==> config.mk <==
export PLATFORM = sky130hd
export DESIGN_NAME = seq_game_controller_flat
export DESIGN_NICKNAME = d
export VERILOG_FILES = /design/src/rtl/seq_game_if.sv /design/src/rtl/seq_game_controller.sv /design/src/flat_wrapper.sv
export SDC_FILE = /design/constraint.sdc
export NUM_CORES = 1
export LEC_CHECK = 0
export BUFFER_PORTS_ARGS = -buffer_cell sky130_fd_sc_hd__buf_4
export CAP_MARGIN = 20
export CORE_MARGIN = 4
export CORE_UTILIZATION = 35
export DETAILED_ROUTE_END_ITERATION = 8
export HOLD_SLACK_MARGIN = 0.12
export PLACE_DENSITY = 0.5
export RECOVER_POWER = 100
export SYNTH_ARGS = -nofsm -noshare
export SYNTH_HDL_FRONTEND = slang
export SYNTH_SLANG_ARGS = --single-unit
==> constraint.sdc <==
create_clock -name clock -period 6.2 [get_ports clock]
set_input_delay 1.86 -clock clock [delete_from_list [all_inputs] [get_ports clock]]
set_output_delay 1.86 -clock clock [all_outputs]
set_load 0.01 [all_outputs]
==> src/rtl/seq_game_if.sv <==
// Signal bundle between the memory-sequence game controller and its datapath/environment.
// The master side is the controller; the slave side drives player and datapath inputs.
interface seq_game_if #(
  parameter int ADDR_W = 4
);
  logic              iniciar;
  logic              jogada;
  logic              igual;
  logic              modo_timeout;
  logic [ADDR_W-1:0] addr;
  logic [ADDR_W-1:0] limite;
  logic              led_on;
  logic              registra;
  logic              zera_jogada;
  logic [2:0]        vidas;
  logic              acertou;
  logic              errou;
  logic              timeout_flag;
  logic              pronto;
  logic [3:0]        db_estado;

  modport master (
    input  iniciar, jogada, igual, modo_timeout,
    output addr, limite, led_on, registra, zera_jogada, vidas,
           acertou, errou, timeout_flag, pronto, db_estado
  );

  modport slave (
    output iniciar, jogada, igual, modo_timeout,
    input  addr, limite, led_on, registra, zera_jogada, vidas,
           acertou, errou, timeout_flag, pronto, db_estado
  );
endinterface

==> src/rtl/seq_game_controller.sv <==
// Control unit for the memory-sequence game: shows a growing sequence, collects plays,
// tracks rounds, lives and an optional per-play timeout.
module seq_game_controller #(
  parameter int ADDR_W    = 4,
  parameter int N_ROUNDS  = 16,
  parameter int T_SHOW    = 1000,
  parameter int T_GAP     = 250,
  parameter int T_TIMEOUT = 3000,
  parameter int LIVES     = 3
) (
  input  logic       clock,
  input  logic       reset,
  seq_game_if.master bus
);

  localparam int TMR_MAX0 = (T_SHOW > T_GAP) ? T_SHOW : T_GAP;
  localparam int TMR_MAX  = (TMR_MAX0 > T_TIMEOUT) ? TMR_MAX0 : T_TIMEOUT;
  localparam int TMR_W    = (TMR_MAX > 1) ? $clog2(TMR_MAX) : 1;

  localparam logic [TMR_W-1:0]  SHOW_LAST  = TMR_W'(T_SHOW - 1);
  localparam logic [TMR_W-1:0]  GAP_LAST   = TMR_W'(T_GAP - 1);
  localparam logic [TMR_W-1:0]  TO_LAST    = TMR_W'(T_TIMEOUT - 1);
  localparam logic [ADDR_W-1:0] LAST_ROUND = ADDR_W'(N_ROUNDS - 1);
  localparam logic [2:0]        LIVES_INIT = 3'(LIVES);

  typedef enum logic [3:0] {
    IDLE       = 4'd0,
    INIT       = 4'd1,
    NEW_ROUND  = 4'd2,
    SHOW_ON    = 4'd3,
    SHOW_OFF   = 4'd4,
    PLAY_START = 4'd5,
    WAIT       = 4'd6,
    REGISTER   = 4'd7,
    COMPARE    = 4'd8,
    NEXT       = 4'd9,
    ROUND_DONE = 4'd10,
    LOSE_LIFE  = 4'd11,
    WIN        = 4'd12,
    LOSE       = 4'd13
  } state_t;

  state_t            state;
  state_t            state_n;
  logic [ADDR_W-1:0] e;
  logic [ADDR_W-1:0] l;
  logic [TMR_W-1:0]  timer;
  logic [2:0]        vidas;
  logic              tflag;
  logic              led_r;
  logic              registra_r;
  logic              zera_r;
  logic              acertou_r;
  logic              errou_r;
  logic              pronto_r;

  logic show_end;
  logic gap_end;
  logic wait_expire;

  assign show_end    = (timer == SHOW_LAST);
  assign gap_end     = (timer == GAP_LAST);
  assign wait_expire = bus.modo_timeout && (timer == TO_LAST);

  // An error either costs a life and replays the round, or ends the game.
  function automatic state_t error_dest(input logic [2:0] lives_left);
    return (lives_left > 3'd1) ? LOSE_LIFE : LOSE;
  endfunction

  always_comb begin
    state_n = IDLE;
    case (state)
      IDLE:       state_n = bus.iniciar ? INIT : IDLE;
      INIT:       state_n = NEW_ROUND;
      NEW_ROUND:  state_n = SHOW_ON;
      SHOW_ON:    state_n = show_end ? SHOW_OFF : SHOW_ON;
      SHOW_OFF: begin
        if (!gap_end)    state_n = SHOW_OFF;
        else if (e == l) state_n = PLAY_START;
        else             state_n = SHOW_ON;
      end
      PLAY_START: state_n = WAIT;
      WAIT: begin
        if (bus.jogada)       state_n = REGISTER;
        else if (wait_expire) state_n = error_dest(vidas);
        else                  state_n = WAIT;
      end
      REGISTER:   state_n = COMPARE;
      COMPARE: begin
        if (!bus.igual)  state_n = error_dest(vidas);
        else if (e == l) state_n = ROUND_DONE;
        else             state_n = NEXT;
      end
      NEXT:       state_n = WAIT;
      ROUND_DONE: state_n = (l == LAST_ROUND) ? WIN : NEW_ROUND;
      LOSE_LIFE:  state_n = NEW_ROUND;
      WIN:        state_n = bus.iniciar ? INIT : WIN;
      LOSE:       state_n = bus.iniciar ? INIT : LOSE;
      default:    state_n = IDLE;
    endcase
  end

  always_ff @(posedge clock or posedge reset) begin
    if (reset) begin
      state      <= IDLE;
      e          <= '0;
      l          <= '0;
      timer      <= '0;
      vidas      <= '0;
      tflag      <= 1'b0;
      led_r      <= 1'b0;
      registra_r <= 1'b0;
      zera_r     <= 1'b0;
      acertou_r  <= 1'b0;
      errou_r    <= 1'b0;
      pronto_r   <= 1'b0;
    end else begin
      state      <= state_n;
      led_r      <= (state_n == SHOW_ON);
      registra_r <= (state_n == REGISTER);
      zera_r     <= (state_n == INIT) || (state_n == PLAY_START);
      acertou_r  <= (state_n == WIN);
      errou_r    <= (state_n == LOSE);
      pronto_r   <= (state_n == WIN) || (state_n == LOSE);

      case (state)
        NEW_ROUND, PLAY_START: begin
          e     <= '0;
          timer <= '0;
        end
        SHOW_ON: begin
          if (show_end) timer <= '0;
          else          timer <= timer + 1'b1;
        end
        SHOW_OFF: begin
          if (gap_end) begin
            timer <= '0;
            if (e != l) e <= e + 1'b1;
          end else begin
            timer <= timer + 1'b1;
          end
        end
        WAIT: begin
          // The timer parks at its last value when the timeout is disabled.
          if (!bus.jogada) begin
            if (wait_expire) begin
              if (vidas <= 3'd1) begin
                vidas <= '0;
                tflag <= 1'b1;
              end
            end else if (timer != TO_LAST) begin
              timer <= timer + 1'b1;
            end
          end
        end
        COMPARE: begin
          if (!bus.igual && (vidas <= 3'd1)) vidas <= '0;
        end
        NEXT: begin
          e     <= e + 1'b1;
          timer <= '0;
        end
        ROUND_DONE: begin
          if (l != LAST_ROUND) l <= l + 1'b1;
        end
        LOSE_LIFE: vidas <= vidas - 1'b1;
        default: ;
      endcase

      // Entering INIT is a full restart, visible while INIT is shown.
      if (state_n == INIT) begin
        e     <= '0;
        l     <= '0;
        timer <= '0;
        vidas <= LIVES_INIT;
        tflag <= 1'b0;
      end
    end
  end

  assign bus.addr         = e;
  assign bus.limite       = l;
  assign bus.led_on       = led_r;
  assign bus.registra     = registra_r;
  assign bus.zera_jogada  = zera_r;
  assign bus.vidas        = vidas;
  assign bus.acertou      = acertou_r;
  assign bus.errou        = errou_r;
  assign bus.timeout_flag = tflag;
  assign bus.pronto       = pronto_r;
  assign bus.db_estado    = state;

endmodule

==> src/flat_wrapper.sv <==
// flat-port wrapper written by rule: the top's interface ports become plain ports
module seq_game_controller_flat 
#(
  parameter int ADDR_W    = 4,
  parameter int N_ROUNDS  = 16,
  parameter int T_SHOW    = 1000,
  parameter int T_GAP     = 250,
  parameter int T_TIMEOUT = 3000,
  parameter int LIVES     = 3
)
  (clock, reset, bus_iniciar, bus_jogada, bus_igual, bus_modo_timeout, bus_addr, bus_limite, bus_led_on, bus_registra, bus_zera_jogada, bus_vidas, bus_acertou, bus_errou, bus_timeout_flag, bus_pronto, bus_db_estado);
  seq_game_if #(.ADDR_W(ADDR_W)) bus_i ();
  input  logic clock;
  input  logic reset;
  input wire logic [$bits(bus_i.iniciar)-1:0] bus_iniciar;
  input wire logic [$bits(bus_i.jogada)-1:0] bus_jogada;
  input wire logic [$bits(bus_i.igual)-1:0] bus_igual;
  input wire logic [$bits(bus_i.modo_timeout)-1:0] bus_modo_timeout;
  output wire logic [$bits(bus_i.addr)-1:0] bus_addr;
  output wire logic [$bits(bus_i.limite)-1:0] bus_limite;
  output wire logic [$bits(bus_i.led_on)-1:0] bus_led_on;
  output wire logic [$bits(bus_i.registra)-1:0] bus_registra;
  output wire logic [$bits(bus_i.zera_jogada)-1:0] bus_zera_jogada;
  output wire logic [$bits(bus_i.vidas)-1:0] bus_vidas;
  output wire logic [$bits(bus_i.acertou)-1:0] bus_acertou;
  output wire logic [$bits(bus_i.errou)-1:0] bus_errou;
  output wire logic [$bits(bus_i.timeout_flag)-1:0] bus_timeout_flag;
  output wire logic [$bits(bus_i.pronto)-1:0] bus_pronto;
  output wire logic [$bits(bus_i.db_estado)-1:0] bus_db_estado;
  assign bus_i.iniciar = bus_iniciar;
  assign bus_i.jogada = bus_jogada;
  assign bus_i.igual = bus_igual;
  assign bus_i.modo_timeout = bus_modo_timeout;
  assign bus_addr = bus_i.addr;
  assign bus_limite = bus_i.limite;
  assign bus_led_on = bus_i.led_on;
  assign bus_registra = bus_i.registra;
  assign bus_zera_jogada = bus_i.zera_jogada;
  assign bus_vidas = bus_i.vidas;
  assign bus_acertou = bus_i.acertou;
  assign bus_errou = bus_i.errou;
  assign bus_timeout_flag = bus_i.timeout_flag;
  assign bus_pronto = bus_i.pronto;
  assign bus_db_estado = bus_i.db_estado;
  seq_game_controller #(.ADDR_W(ADDR_W), .N_ROUNDS(N_ROUNDS), .T_SHOW(T_SHOW), .T_GAP(T_GAP), .T_TIMEOUT(T_TIMEOUT), .LIVES(LIVES)) u_core (.clock(clock), .reset(reset), .bus(bus_i));
endmodule
# Word-level counts from Yosys, hierarchy flattened
# Index checks and enable logic that the tools add are counted.
[word_totals] register_bits=34 elab_cells=115 inputBits=6 out_inout_bits=22
[classes] reduce_logical=23 muxes=38 magnitude_cmp=2 addsub=4 n_eq_ne=36
[ops] cell="12-bit two-way mux" count=6
[ops] cell="4-bit two-way mux" count=13
[ops] cell="12-bit one-hot mux with 4 select lines" count=1
[ops] cell="4-bit one-hot mux with 12 select lines" count=1
[ops] cell="4-bit == test, second input constant" count=9
[ops] cell="4-bit by 3-bit == test with 1-bit output, second input constant" count=6
[ops] cell="3-bit two-way mux" count=8
[ops] cell="3-bit by 1-bit != test with 1-bit output, second input constant" count=6
[ops] cell="12-bit by 1-bit adder with 12-bit output, second input constant" count=1
[ops] cell="12-bit by 10-bit == test with 1-bit output, second input constant" count=1
[ops] cell="12-bit == test, second input constant" count=1
[ops] cell="12-bit by 8-bit == test with 1-bit output, second input constant" count=1
[ops] cell="4-bit by 2-bit == test with 1-bit output, second input constant" count=3
[ops] cell="12-bit != test, second input constant" count=1
[ops] cell="4-bit one-hot mux with 3 select lines" count=1
[ops] cell="2-bit nonzero test" count=5
[ops] cell="3-bit one-hot mux with 3 select lines" count=1
[ops] cell="4-bit by 1-bit adder with 4-bit output, second input constant" count=2
[ops] cell="4-bit by 1-bit == test with 1-bit output, second input constant" count=2
[ops] cell="4-bit AND reduction" count=2
[ops] cell="4-bit nonzero test" count=2
[ops] cell="1-bit two-way mux" count=6
[ops] cell="2-bit OR reduction" count=3
[ops] cell="5-bit AND reduction" count=1
[ops] cell="18 further kinds" count=20

# Longest topological paths before layout
# Gate-level depths: netlist of the first run.
[depth] ltp_word=8 depth_mapped=11 mapped_depth_nobuf=9

# Least setup slack after synthesis of the first run
# No wires, ideal clock.
[synth_path] kind="input port to flip-flop" from="input port bus_jogada" to="register u_core.timer[7]" cell_stages=8 path_buffers=1 setup_time_ps=126 t_arrival_ps=3264 required_time_ps=6074 slack_ps=2810 cell_sequence="inv_1 nand2_1 o31ai_2 nand4b_2 nor3b_4 o21ai_2 buf_6 a221o_1"
[synth_between] elab_chain_len=5 word_cells_on_any_way=9 cone_classes="eq/ne (4); mux (3); reduce/logical (2)"
[synth_rtl] item="from (decl)" line="flat_wrapper.sv:16" rtl="input wire logic [$bits(bus_i.jogada)-1:0] bus_jogada;"
[synth_rtl] item="4-bit two-way mux (*)" line="seq_game_controller.sv:84" rtl="if (bus.jogada) state_n = REGISTER;"
[synth_rtl] item="4-bit one-hot mux with 12 select lines (*)" line="seq_game_controller.sv:72" rtl="case (state)"
[synth_rtl] item="net u_core.state_n[1]" line="seq_game_controller.sv:44" rtl="state_t state_n;"
[synth_rtl] item="4-bit by 1-bit == test with 1-bit output (*)" line="seq_game_controller.sv:171" rtl="if (state_n == INIT) begin"
[synth_rtl] item="3-bit != test (no line) (tied with other cells)"
[synth_rtl] item="4-bit AND reduction (no line)"
[synth_rtl] item="to (signal assigned)" line="seq_game_controller.sv:133" rtl="else timer <= timer + 1'b1;"
[synth_rtl] item="to (signal assigned)" line="seq_game_controller.sv:140" rtl="timer <= timer + 1'b1;"
[synth_rtl] item="to (signal assigned)" line="seq_game_controller.sv:152" rtl="timer <= timer + 1'b1;"
[synth_rtl] item="to (decl)" line="seq_game_controller.sv:47" rtl="logic [TMR_W-1:0] timer;"
# Mark *: on every way through the listed nets, which the timed path passes. The rest lies on a longest branch.
# A chain may end at the register's enable or synchronous reset.

# Worst setup path after layout of the first run
[layout_path] from="input port bus_iniciar" to="register u_core.timer[9]"
[layout_between] elab_chain_len=5 word_cells_on_any_way=11 cone_classes="eq/ne (4); mux (5); reduce/logical (2)"
[layout_rtl] item="from (decl)" line="flat_wrapper.sv:15" rtl="input wire logic [$bits(bus_i.iniciar)-1:0] bus_iniciar;"
[layout_rtl] item="4-bit two-way mux (tied with other cells)" line="seq_game_controller.sv:97" rtl="WIN: state_n = bus.iniciar ? INIT : WIN;"
[layout_rtl] item="4-bit one-hot mux with 12 select lines (*)" line="seq_game_controller.sv:72"
[layout_rtl] item="4-bit by 1-bit == test with 1-bit output (*)" line="seq_game_controller.sv:171"
[layout_rtl] item="3-bit != test (no line) (tied with other cells)"
[layout_rtl] item="4-bit AND reduction (no line)"
# Every way passes the cells marked *; elsewhere a longest branch is shown, timed or not.

==> impl_metrics.ini, run 1 <==
[place]
dpl.hpwl_mm = 3.82
gp_congestion = 0.806
port_buffers = 27
dpl_cell_area_mm2 = 0.00248

[synthesis]
yosysWarnings = 0
synth_commonest_cells = dfrtp_1, nor2_1, nand2_1, nand3_1, inv_1
synthCells = 245
synth_nets = 257
yosys.cell_count.top_type = dfrtp_1
synth_edf_count = 0
yosys_register_bits = 34
syn_area_mm2 = 0.00229
synth_flop_cell = dfrtp_1
synth.largest_area_cell = dfrtp_1
synth_cell_types = 61
seq_area_frac_synth = 0.372
async_reset_ff_frac = 1.00
syn_area_per_cell_um2 = 9.34
yosysTopAreaCellShare = 0.372
synth_area_leaders = dfrtp_1, nor2_1, ha_1, nand3_1, xnor2_1

[job]
drv_cap = 2

[routing]
drtIter0Drc = 154
post_drt_wl_per_cell_um = 15.7
dr.pass1.iters = 4
drc = 0
viasPerCell = 5.52
vias = 1903
final_antenna_net_count = 0
wirelength_mm = 5.42

[clock_tree]
cts_buffers = 5
cts_tree = built
max-clock-path-buffers = 2
clock_latency_ns = 0.29
clk_pin_slew_ns = 0.08
ctsResizeCount = 0
postCtsHoldBufs = 0
cts_setup_buffers = 0
clock-sinks = 34
cts-root-buf = clkbuf_8
htreeDepth = 2

[power_and_ir_drop]
intPower_w = 0.000474
irDropWorstVdd_mv = 0.145
clock_power_share = 0.268
p_per_area_mw_per_mm2 = 319
comb_power_share = 0.317
power.leakage_nw = 1.08
switching_share = 0.400
p_seq_frac = 0.416
power_switching_w = 0.000316

[sta]
timing.hold.ws_ns = 0.510
setup_viol = 0
rsz0062_at_grt = false
max_slew_margin = -0.312
post-route-period-util = 0.699
max_slew.worst_pin.slew_ns = 1.97
skew_ns = 0.00561
fmax_ghz = 0.231
tns_ns = 0
finalMaxSlewViolations = 48
hold_violations = 0
period_needed_ns = 4.33

[global_route]
antenna_found_initial = 0
grt_pass1_vias = 1806
grt_max_degree = 35
grt_pass1_wl_mm = 9.29
gr-usage-all-layers = 0.152
grt_overflow = 0

[die]
dieArea_mm2 = 0.00790
die_w_um = 88.9
coreArea_mm2 = 0.00635
ios = 28
dieHeight_um = 88.9
num_rows = 29
initial_utilization = 0.360

[setup_path]
path_cells = clkbuf_1 -> inv_1 -> a21oi_1 -> o32ai_1 -> a211oi_1 -> nor3b_1 -> o21ai_0 -> a221o_2
cp.arrival_ns = 4.52
slowest_delay_ns = 0.62
start_kind = input pin
crit_required_ns = 6.38
crit_path_end_kind = register
crit_family = compound AO/OA/AOI/OAI gates
path_class = input pin to register
crit_fanout = 12
crit_slowest_cell = o21ai_0
worst-path-buf-inv = 2

[layout]
final_area_mm2 = 0.00247
synthToLayoutAreaGrowth_pct = 7.98
drive_above_1_share = 0.0970
n_fill_cell = 657
antenna_cells = 0
nets = 279

[run_status]
violations = capacitance limit, slew limit
status = finished with violations

[worst_hold_path]
hold_path.class = register to register
stage by stage:
step	utilization	total power (W)	instances	setup WS (ns)
floorplan	-	0.000546	245	2.81
global placement	0.391	0.000609	337	2.50
detailed placement	0.391	0.000611	337	2.42
CTS	0.408	0.000824	345	2.75
global route	0.389	0.000851	345	1.52
finish	0.389	0.000789	345	1.87
worst reg2reg max path, stage by stage (launching register included):
cell and delay (ns):
dfrtp_1 0.89, nor2b_1 0.41, nand2_1 0.20, nor3_1 0.33, a211oi_1 0.16, nor3b_1 0.25
o21ai_0 1.20, a221o_2 0.33
worst paths after layout:
path | slack, ns | depth (start not counted) | start | to
max | 1.87 | 8 | bus_iniciar | u_core.timer[9]
min | 0.51 | 2 | u_core.bus.timeout_flag | u_core.bus.timeout_flag
max reg2reg | 2.37 | 7 | u_core.bus.db_estado[1] | u_core.timer[9]
min reg2reg | 0.51 | 2 | u_core.bus.timeout_flag | u_core.bus.timeout_flag
max in group asynchronous | 2.80 | 3 | reset | u_core.bus.db_estado[1]
min in group asynchronous | 2.28 | 3 | reset | u_core.timer[4]
sequential cells by signal, summed over array words and instances, names as in the netlist, 3 cells and up:
signal	count
u_core.bus.limite	4
u_core.timer	12
u_core.bus.vidas	3
u_core.bus.addr	4
u_core.bus.db_estado	4
power by group through the flow:
stage	Clock [W]	Combinational (W)	Sequential, W
after floorplan	0	0.000244	0.000301
after global placement	0	0.000276	0.000333
after detailed placement	0	0.000278	0.000333
after CTS	0.000217	0.000280	0.000328
after global routing	0.000227	0.000285	0.000339
final	0.000211	0.000250	0.000328
area by class of cell:
cell class,count,area [um2],share of cell area
clock inverters,3,45.0,0.0182
inverters,13,48.8,0.0197
flip-flops and latches,34,851,0.344
clock buffers,5,68.8,0.0278
multi-input cells,185,1240,0.502
well taps,77,96.3,0.0390
repair buffers,28,120,0.0486
kinds of logic after synthesis:
family | count (synthesis) | share of synthesized area
xor+xnor | 9 | 0.0344
fa+ha+maj | 6 | 0.0328
simple gates | 111 | 0.283
buf+inv | 26 | 0.0716
compound gates | 55 | 0.189
mux | 4 | 0.0175
flops | 34 | 0.372
placed cells by master, fill, tap and decap left out, drive strengths merged, types with 4 or more instances in the layout:
cell     n
dfrtp   34
clkbuf  31
nor2    25
nand2   14
nand3   14
inv     13
nor3    12
a21oi   11
and2     9
a221o    8
xnor2    7
nand4    7
nor2b    6
ha       6
o21ai    5
mux2i    4
o31ai    4
a21o     4
routing by layer:
metal  part of all wire  vias to the layer above  track usage
met5                  0                        -            0
met4              0.013                        0       0.0495
met3              0.060                        6       0.0307
met2               0.43                       47        0.218
met1               0.50                      904        0.227
li1                   -                      946            -
Power figures use the tool's default switching activity.
==> run 2: changes to the inputs <==
Clock period 6.2 ns to 4 ns, I/O delays scaled along.
==> impl_metrics.ini, run 2 (same netlist as run 1, synthesis figures left out) <==
[global_route]
grt_overflow = 0
grt_pass1_vias = 1821
grt_max_degree = 35
grt_pass1_wl_mm = 9.03
gr-usage-all-layers = 0.148
antenna_found_initial = 0

[sta]
max_slew_margin = -0.278
hold_violations = 0
period_needed_ns = 3.17
skew_ns = 0.00819
post-route-period-util = 0.792
setup_viol = 0
rsz0062_at_grt = false
max_slew.worst_pin.slew_ns = 1.92
fin_ws_ns = 0.833
fmax_ghz = 0.316
finalMaxSlewViolations = 35
tns_ns = 0

[layout]
antenna_cells = 0
nets = 280
final_cell_mix = dfrtp_1, nor2_1, clkbuf_1
drive_above_1_share = 0.115
final_common_cell = dfrtp_1
synthToLayoutAreaGrowth_pct = 8.80
multi_input_area_mm2 = 0.00124
regMostFlops = u_core.timer
largest_reg_flops = 12
n_fill_cell = 660
regArea_um2 = 851
final_core_util = 0.392

[die]
initial_utilization = 0.360
num_rows = 29
die_w_um = 88.9
dieArea_mm2 = 0.00790
coreArea_mm2 = 0.00635
ios = 28
dieHeight_um = 88.9

[setup_path]
cp.arrival_ns = 3.35
crit_fanout = 12
start_kind = input pin
path_class = input pin to register
crit_path_end_kind = register
crit_required_ns = 4.18

[run_status]
status = finished with violations
violations = capacitance limit, slew limit

[place]
gp_congestion = 0.786
port_buffers = 27
dp_worst_setup_slack_ns = 0.899
dpl.hpwl_mm = 3.80

[routing]
dr.pass1.iters = 4
wirelength_mm = 5.44
final_antenna_net_count = 0
post_drt_wl_per_cell_um = 15.7
drc = 0
drtIter0Drc = 118
vias = 1893
viasPerCell = 5.47

[power_and_ir_drop]
power.leakage_nw = 1.09
irDropWorstVdd_mv = 0.212
p_per_area_mw_per_mm2 = 496
power_w = 0.00124

[worst_hold_path]
hold_path.class = register to register

[clock_tree]
clock-sinks = 34
ctsResizeCount = 0
htreeDepth = 2
postCtsHoldBufs = 0
cts_buffers = 5
cts_setup_buffers = 0
clk_pin_slew_ns = 0.08
cts-root-buf = clkbuf_8
cts_tree = built
max-clock-path-buffers = 2
clock_latency_ns = 0.29

[job]
drv_cap = 1
[run 2: final timing paths]
kind,start,slack (ns),end,cells after the start
max,bus_iniciar,0.83,u_core.timer[9],8
min,u_core.bus.timeout_flag,0.52,u_core.bus.timeout_flag,2
max reg2reg,u_core.bus.db_estado[0],0.84,u_core.timer[9],7
min reg2reg,u_core.bus.timeout_flag,0.52,u_core.bus.timeout_flag,2
max in group asynchronous,reset,1.31,u_core.bus.timeout_flag,3
min in group asynchronous,reset,1.59,u_core.timer[5],3
[run 2: where the power goes]
part / switching [W] / total (W) / internal, W
clock: 0.000141 / 0.000326 / 0.000185
combinational: 0.000263 / 0.000423 / 0.000160
sequential: 0.0000873 / 0.000485 / 0.000398
total: 0.000491 / 0.00124 / 0.000744
[run 2: through the flow]
| stage | std cells | hold slack [ns] | area (um2) |
|---|---|---|---|
| CTS | 346 | 0.524 | 2600 |
| global route | 346 | 0.564 | 2490 |
| detailed placement | 338 | 0.508 | 2490 |
| global placement | 338 | 0.520 | 2490 |
| finish | 346 | 0.517 | 2490 |
| floorplan | 245 | 0.516 | 2290 |
[run 2: final cells by class]
type / count / area share
Multi-Input combinational cell: 185 / 0.500
Sequential cell: 34 / 0.342
Timing Repair Buffer: 29 / 0.0543
Tap cell: 77 / 0.0387
Clock buffer: 5 / 0.0276
Inverter: 13 / 0.0196
Clock inverter: 3 / 0.0181
[run 2: critical path, stage by stage]
cell and delay (ns):
buf_4 0.08, inv_1 0.04, a21oi_1 0.11, o32ai_1 0.10, a211oi_1 0.53, nor3b_1 0.53, o21ai_2 0.30, a221o_2 0.45
[run 2: metal layers]
layer,wire (um),global-route usage,vias to the layer above
met1,2730,0.209,910
met5,0,0,-
met2,2370,0.229,35
met3,265,0.0251,6
li1,-,-,942
met4,70,0.0453,0
==> run 3: changes to the inputs <==
Clock period 4 ns to 3.1 ns, I/O delays scaled along.
==> impl_metrics.ini, run 3 (same netlist as run 1, synthesis figures left out) <==
[run_status]
status = finished with violations
violations = capacitance limit, slew limit

[clock_tree]
cts_buffers = 5
clk_pin_slew_ns = 0.08
ctsResizeCount = 0
postCtsHoldBufs = 0
max-clock-path-buffers = 2
cts-root-buf = clkbuf_8
clock-sinks = 34
clock_latency_ns = 0.29
cts_setup_buffers = 0
htreeDepth = 2
cts_tree = built

[layout]
regMostFlops = u_core.timer
antenna_cells = 0
final_common_cell = dfrtp_1
n_fill_cell = 664
final_cell_mix = dfrtp_1, nor2_1, clkbuf_1
nets = 284
largest_reg_flops = 12
drive_above_1_share = 0.132
synthToLayoutAreaGrowth_pct = 11.9
final_area_mm2 = 0.00256

[global_route]
grt_pass1_wl_mm = 9.11
gr-usage-all-layers = 0.151
grt_pass1_vias = 1736
grt_util_met3 = 0.0354
met1_usage = 0.228
antenna_found_initial = 0
grt_max_degree = 35
grt_overflow = 0
gr-usage-met2 = 0.215
top_usage_layer = met1

[routing]
post_drt_wl_per_cell_um = 15.8
drtIter0Drc = 138
viasPerCell = 5.39
wirelength_mm = 5.54
dr.pass1.iters = 4
vias = 1886
drc = 0
final_antenna_net_count = 0

[setup_path]
cp.arrival_ns = 2.87
worst-path-buf-inv = 0
crit_required_ns = 3.25
slowest_delay_ns = 0.75
crit_fanout = 20
path_cells = nor2_1 -> a21oi_1 -> o32ai_1 -> a211oi_2 -> nor3b_4 -> and2_1 -> nor3_1
crit_family = simple AND/OR/NAND/NOR gates
path_class = register to register
start_kind = register
crit_path_end_kind = register
crit_slowest_cell = dfrtp_1

[sta]
tns_ns = 0
period_needed_ns = 2.72
max_slew_margin = -0.271
fin_ws_ns = 0.381
rsz0062_at_grt = false
post-route-period-util = 0.877
setup_viol = 0
fmax_ghz = 0.368
max_slew.worst_pin.slew_ns = 1.91
finalMaxSlewViolations = 35
hold_violations = 0
skew_ns = 0.00632

[place]
dpl.hpwl_mm = 3.96
gp_congestion = 0.817
dp_worst_setup_slack_ns = 0.284
dpl_cell_area_mm2 = 0.00252
port_buffers = 27

[power_and_ir_drop]
irDropWorstVdd_mv = 0.260
power_w = 0.00170
p_per_area_mw_per_mm2 = 663
power.leakage_nw = 1.13

[worst_hold_path]
hold_path.class = register to register

[die]
initial_utilization = 0.360
ios = 28
coreArea_mm2 = 0.00635
dieArea_mm2 = 0.00790
dieHeight_um = 88.9
num_rows = 29
die_w_um = 88.9

[job]
drv_cap = 1
==> run 3: layout make-up <==
type	count	area [um2]	area share
multi-input combinational	185	1270	0.494
sequential	34	851	0.332
timing repair buffer	33	161	0.0630
tap	77	96.3	0.0376
clock buffer	5	68.8	0.0269
clock inverter	3	68.8	0.0269
inverter	13	48.8	0.0191
==> run 3: worst min-delay path: stages, from the launching register on <==
cell	delay (ns)
dfrtp_1	0.34
a21oi_1	0.04
nor2_1	0.07
==> run 3: metal layers <==
metal,part of all wire,vias to the layer above
met4,0.010,0
li1,-,954
met5,0,-
met1,0.51,890
met3,0.049,6
met2,0.43,36
==> run 3: path summary, 6_finish.rpt <==
kind                                         start                      end  slack [ns]  depth (start not counted)
setup / recovery           u_core.bus.db_estado[0]       u_core.bus.addr[2]        0.38                          7
hold / removal             u_core.bus.timeout_flag  u_core.bus.timeout_flag        0.50                          2
setup reg to reg           u_core.bus.db_estado[0]       u_core.bus.addr[2]        0.38                          7
hold reg to reg            u_core.bus.timeout_flag  u_core.bus.timeout_flag        0.50                          2
max in group asynchronous                    reset  u_core.bus.db_estado[1]        0.68                          3
min in group asynchronous                    reset          u_core.timer[4]        1.32                          3
==> run 3: power by group <==
group	leakage (nW)	internal (W)	switching (W)	total (W)
combinational	0.621	0.000220	0.000344	0.000563
sequential	0.444	0.000514	0.000115	0.000629
clock	0.0683	0.000322	0.000183	0.000505
total	1.13	0.00106	0.000642	0.00170
==> run 3: through the flow <==
stage	hold slack, ns	cells	utilization
finish	0.497	350	0.403
global route	0.559	350	0.403
CTS	0.507	350	0.418
detailed placement	0.490	342	0.396
global placement	0.504	342	0.396
floorplan	0.516	245	-
